## config.mk

```make
export PLATFORM = sky130hd
export DESIGN_NAME = stopwatch_ctrl
export DESIGN_NICKNAME = d
export VERILOG_FILES = /design/src/rtl/stopwatch_ctrl.sv
export SDC_FILE = /design/constraint.sdc
export NUM_CORES = 1
export LEC_CHECK = 0
export CAP_MARGIN = 20
export CORE_MARGIN = 2
export CORE_UTILIZATION = 60
export CTS_CLUSTER_DIAMETER = 100
export DETAILED_ROUTE_END_ITERATION = 7
export DONT_BUFFER_PORTS = 1
export PLACE_DENSITY_LB_ADDON = 0.08
export SETUP_SLACK_MARGIN = 0.1
export SYNTH_ARGS = -nofsm -noshare
export SYNTH_HDL_FRONTEND = slang
export SYNTH_SLANG_ARGS = --single-unit
```

## constraint.sdc

```tcl
create_clock -name clk -period 4.6 [get_ports clk]
set_clock_uncertainty 0.2 [all_clocks]
set_input_delay 0.69 -clock clk [delete_from_list [all_inputs] [get_ports clk]]
set_output_delay 0.69 -clock clk [all_outputs]
set_load 0.005 [all_outputs]
```

## src/rtl/stopwatch_ctrl.sv

```systemverilog
// Stopwatch control sequencer.
// Synchronises and debounces the start/stop and lap/reset buttons, turns
// debounced presses into one-cycle events, and runs the IDLE/RUN/LAP/PAUSE
// machine. It drives the timer enable/clear, the lap-frozen display copy and
// the sticky overflow flag.
module stopwatch_ctrl #(
  parameter int DEB_CYCLES = 1000000,
  parameter int DEB_W      = 20
) (
  input  logic       clk,
  input  logic       rst,
  input  logic       btn_ss,
  input  logic       btn_lr,
  input  logic [6:0] ms,
  input  logic [6:0] sec,
  input  logic [6:0] min,
  input  logic       tick_s,
  output logic       run_en,
  output logic       clr,
  output logic [6:0] disp_ms,
  output logic [6:0] disp_sec,
  output logic [6:0] disp_min,
  output logic       lap_active,
  output logic       ovf
);

  typedef enum logic [1:0] {
    ST_IDLE  = 2'd0,
    ST_RUN   = 2'd1,
    ST_LAP   = 2'd2,
    ST_PAUSE = 2'd3
  } state_t;

  // Counter value at which a changed level has been stable long enough.
  localparam logic [DEB_W-1:0] DEB_MAX = DEB_W'(DEB_CYCLES - 1);
  localparam logic [DEB_W-1:0] CNT_ZERO = {DEB_W{1'b0}};
  localparam logic [DEB_W-1:0] CNT_ONE  = {{(DEB_W-1){1'b0}}, 1'b1};

  // Bit 0 is the start/stop button, bit 1 the lap/reset button.
  logic [1:0]       sync_meta_r;
  logic [1:0]       sync_s2_r;
  logic [1:0]       deb_r;
  logic [1:0]       deb_d_r;
  logic [1:0]       ev_r;
  logic [DEB_W-1:0] cnt_r [2];

  logic   ev_ss_s;
  logic   ev_lr_s;
  logic   ovf_set_s;
  state_t state_r;

  // Two-flop synchroniser for the asynchronous raw buttons.
  always_ff @(posedge clk) begin
    if (rst) begin
      sync_meta_r <= 2'b00;
      sync_s2_r   <= 2'b00;
    end else begin
      sync_meta_r <= {btn_lr, btn_ss};
      sync_s2_r   <= sync_meta_r;
    end
  end

  // Debounce: accept a new level only after it has differed for DEB_CYCLES cycles.
  always_ff @(posedge clk) begin
    if (rst) begin
      deb_r <= 2'b00;
      for (int i = 0; i < 2; i++) begin
        cnt_r[i] <= CNT_ZERO;
      end
    end else begin
      for (int i = 0; i < 2; i++) begin
        if (sync_s2_r[i] == deb_r[i]) begin
          cnt_r[i] <= CNT_ZERO;
        end else if (cnt_r[i] == DEB_MAX) begin
          deb_r[i] <= sync_s2_r[i];
          cnt_r[i] <= CNT_ZERO;
        end else begin
          cnt_r[i] <= cnt_r[i] + CNT_ONE;
        end
      end
    end
  end

  // Rising-edge detect on the debounced levels: one registered pulse per press.
  always_ff @(posedge clk) begin
    if (rst) begin
      deb_d_r <= 2'b00;
      ev_r    <= 2'b00;
    end else begin
      deb_d_r <= deb_r;
      ev_r    <= deb_r & ~deb_d_r;
    end
  end

  // Event decode and overflow set condition (start/stop wins over lap/reset).
  always_comb begin
    ev_ss_s   = 1'b0;
    ev_lr_s   = 1'b0;
    ovf_set_s = 1'b0;
    if (ev_r[0]) begin
      ev_ss_s = 1'b1;
    end else begin
      ev_lr_s = ev_r[1];
    end
    if (run_en && tick_s && (sec == 7'd59) && (min == 7'd59)) begin
      ovf_set_s = 1'b1;
    end else begin
      ovf_set_s = 1'b0;
    end
  end

  // Control state machine with registered outputs, display copy and sticky overflow.
  always_ff @(posedge clk) begin
    if (rst) begin
      state_r    <= ST_IDLE;
      run_en     <= 1'b0;
      clr        <= 1'b0;
      lap_active <= 1'b0;
      ovf        <= 1'b0;
      disp_ms    <= 7'd0;
      disp_sec   <= 7'd0;
      disp_min   <= 7'd0;
    end else begin
      clr <= 1'b0;

      // Live tracking everywhere except while frozen in LAP; the RUN->LAP
      // edge itself is a tracking edge, which is what captures the snapshot.
      if (state_r != ST_LAP) begin
        disp_ms  <= ms;
        disp_sec <= sec;
        disp_min <= min;
      end

      if (ovf_set_s) begin
        ovf <= 1'b1;
      end

      case (state_r)
        ST_IDLE: begin
          if (ev_ss_s) begin
            state_r <= ST_RUN;
            run_en  <= 1'b1;
          end else if (ev_lr_s) begin
            clr <= 1'b1;
            ovf <= 1'b0;
          end
        end
        ST_RUN: begin
          if (ev_ss_s) begin
            state_r <= ST_PAUSE;
            run_en  <= 1'b0;
          end else if (ev_lr_s) begin
            state_r    <= ST_LAP;
            lap_active <= 1'b1;
          end
        end
        ST_LAP: begin
          if (ev_ss_s) begin
            state_r    <= ST_PAUSE;
            run_en     <= 1'b0;
            lap_active <= 1'b0;
          end else if (ev_lr_s) begin
            state_r    <= ST_RUN;
            lap_active <= 1'b0;
          end
        end
        ST_PAUSE: begin
          if (ev_ss_s) begin
            state_r <= ST_RUN;
            run_en  <= 1'b1;
          end else if (ev_lr_s) begin
            state_r <= ST_IDLE;
            clr     <= 1'b1;
            ovf     <= 1'b0;
          end
        end
        default: begin
          state_r    <= ST_IDLE;
          run_en     <= 1'b0;
          lap_active <= 1'b0;
        end
      endcase
    end
  end

endmodule

```

==> results.json <==
{
  "syn_area_um2": 3600,
  "startpoint_type": "register",
  "crit_path_top_delay_cell": "or4_4",
  "reg2reg_slack_ps": 1940,
  "switchingPower_mw": 0.306,
  "synth_top_area_cell": "edfxtp_1",
  "wl_met2_um": 2620,
  "multi_input_area_um2": 1690,
  "highest_layer": "met4",
  "power.share.switching_pct": 23.3,
  "combPwrFrac_pct": 4.7,
  "met3_length_um": 468,
  "layout-drive-gt1-share_pct": 6.75,
  "cts_buffer_depth": 2,
  "grt_pass1_vias": 2284,
  "crit_chain": "or4b_1 -> or4_4 -> o21ai_4 -> nor2_1",
  "grt_pass1_wl_um": 9680,
  "hold_class": "register to register",
  "area_growth_pct": 10.3,
  "end_kind": "register",
  "antenna_found_initial": 1,
  "min_period_ps": 2660,
  "cts_buffers": 9,
  "cts_hold_buf": 0,
  "fillCellCount": 456,
  "cts_tree": "built",
  "io-pin-count": 51,
  "synth_edf_count": 40,
  "cp_max_fo": 19,
  "pwr-share-clk_pct": 36.1,
  "avgSynthCellArea_um2": 10.5,
  "finalSetupTns_ps": 0,
  "setup_violations": 0,
  "outcome": "finished clean",
  "period_share_pct": 57.8,
  "fmax_ghz": 0.376,
  "finalWirelength_um": 5940,
  "yosysSeqAreaShare_pct": 53.9,
  "nets": 412,
  "path_class": "register to register",
  "clkLatencyLatePin_ps": 350,
  "track_usage_pct": 19.1,
  "die_w_um": 81.5,
  "worstPathRequired_ps": 4470,
  "ant_nets": 0,
  "seqCellArea_um2": 1940,
  "routedWlPerCell_um": 12.9,
  "final_util_pct": 67.9,
  "ys_ff_latch": 77,
  "synth_area_leaders": "edfxtp_1 (33%), dfxtp_1 (21%), mux2i_1 (5.8%)",
  "internal-power_mw": 1.01,
  "layout_common_cells": "nor2_1 (54), edfxtp_1 (40), conb_1 (40)",
  "ys_types": 44,
  "cts.clk_slew.worst_paths_ps": 80,
  "worst_pin_slew_ps": 505,
  "critPathMaxStageDelay_ps": 590,
  "critPathArrivalTime_ps": 2530,
  "initial_core_util_pct": 61.6,
  "num_rows": 28,
  "rsz0062_at_grt": "no",
  "p_leak_nw": 1.38,
  "grt.overflow.total": 0,
  "yosys_warnings": 0,
  "drt_iter0_markers": 102,
  "relSlewSlack_pct": 66.2,
  "cts_setup_buffers": 0,
  "final_max_slew_viol_count": 0,
  "root_buffer": "clkbuf_8",
  "die_area_um2": 6640,
  "dieHeight_um": 81.5,
  "final_common_cell": "nor2_1",
  "syn_inst": 342,
  "powerDensity_nw_per_um2": 331,
  "p_seq_share_pct": 59.2,
  "ir_worst_vdd_v": 0.000201,
  "yosysTopAreaCellShare_pct": 33.3,
  "cts.sinks": 77,
  "hold_viol": 0,
  "m1WireLength_um": 2800,
  "synth_ff_type": "edfxtp_1",
  "hold_path_depth": 1,
  "max-cap-violations": 0,
  "dp.final_hpwl_um": 4150,
  "core_um2": 5850,
  "dr.pass1.iters": 4,
  "portBuffers": 0,
  "cts.repair.resized": 0,
  "drc": 0,
  "h-tree-depth": 3,
  "place_congestion": 0.796,
  "ff2ff_path_depth": 4,
  "viasPerCell": 5.40,
  "async_reset_ff_share_pct": 0,
  "grt_max_degree": 40,
  "num_vias": 2491
}
layer usage:
metal | vias to the layer above | global-route usage, %
met5 | - | 0
met4 | 0 | 8.14
met3 | 5 | 6.15
met2 | 74 | 31.1
met1 | 1153 | 23.5
li1 | 1259 | -
per-stage QoR:
step | power, mW | instance area [um2] | worst slack [ps] | hold slack [ps] | cells
finish | 1.31 | 3970 | 1940 | 184 | 461
global route | 1.37 | 3970 | 1820 | 178 | 461
CTS | 1.32 | 3970 | 1920 | 186 | 460
detailed placement | 0.855 | 3790 | 1930 | 174 | 444
global placement | 0.851 | 3790 | 1990 | 172 | 444
floorplan | 0.844 | 3750 | 2190 | 167 | 381
synthesized netlist by cell type, types with 3 or more instances:
cell type	instances
edfxtp_1	40
or4_1	5
o21ai_0	9
nor2_1	54
nand2_1	8
mux2i_1	21
clkbuf_1	9
or3_1	8
ha_1	6
and3_1	3
inv_1	14
o31ai_1	3
nor3_1	10
nor4_1	4
nand4_1	12
nand3_1	14
xnor2_1	15
nor2b_1	8
xor2_1	12
dfxtp_1	37
a21oi_1	15
kinds of logic (layout without fill, tap and decap cells):
group / after synthesis / count (layout) / synth area share (%)
other: 1 / 41 / 0.104
and+or+nand+nor: 143 / 143 / 20.9
xor gates and xnor gates: 27 / 27 / 6.56
buffers and inverters: 27 / 31 / 3.23
muxes: 21 / 21 / 5.84
AOI/OAI and AO/OA: 40 / 40 / 7.33
adders and majority gates: 6 / 6 / 2.08
DFF: 77 / 77 / 53.9
final timing paths:
path | to | from
worst max register to register | cnt_r[0][12] | cnt_r[0][12]
worst min-delay path | ev_r[1] | deb_d_r[1]
worst max-delay path | cnt_r[0][12] | cnt_r[0][12]
worst min register to register | ev_r[1] | deb_d_r[1]
critical path: cells and delay by family (launching register included):
family          cells  cell delay, ps
simple gates        3            1270
flops               1             490
compound gates      1             440
flip-flops by register name, indices dropped and copies added, names as in the netlist:
name	count
ev_r	2
disp_sec	7
sync_meta_r	2
cnt_r	40
clr	1
state_r	2
deb_r	2
disp_ms	7
ovf	1
disp_min	7
run_en	1
deb_d_r	2
lap_active	1
sync_s2_r	2
area by class of cell:
| cell class | instances | area share, % |
|---|---|---|
| flip-flops and latches | 77 | 48.9 |
| multi-input cells | 277 | 42.6 |
| clock buffers | 11 | 3.84 |
| well taps | 75 | 2.36 |
| inverters | 14 | 1.32 |
| clock inverters | 5 | 0.787 |
| repair buffers | 1 | 0.189 |
| diodes | 1 | 0.0630 |
power groups by stage:
| stage | clock network [mW] | logic [mW] | registers [mW] |
|---|---|---|---|
| finish | 0.474 | 0.0621 | 0.778 |
| global route | 0.510 | 0.0722 | 0.783 |
| detailed placement | 0 | 0.0614 | 0.794 |
| global placement | 0 | 0.0591 | 0.792 |
| CTS | 0.485 | 0.0617 | 0.778 |
| floorplan | 0 | 0.0581 | 0.786 |
(Power assumes the default switching activity.)
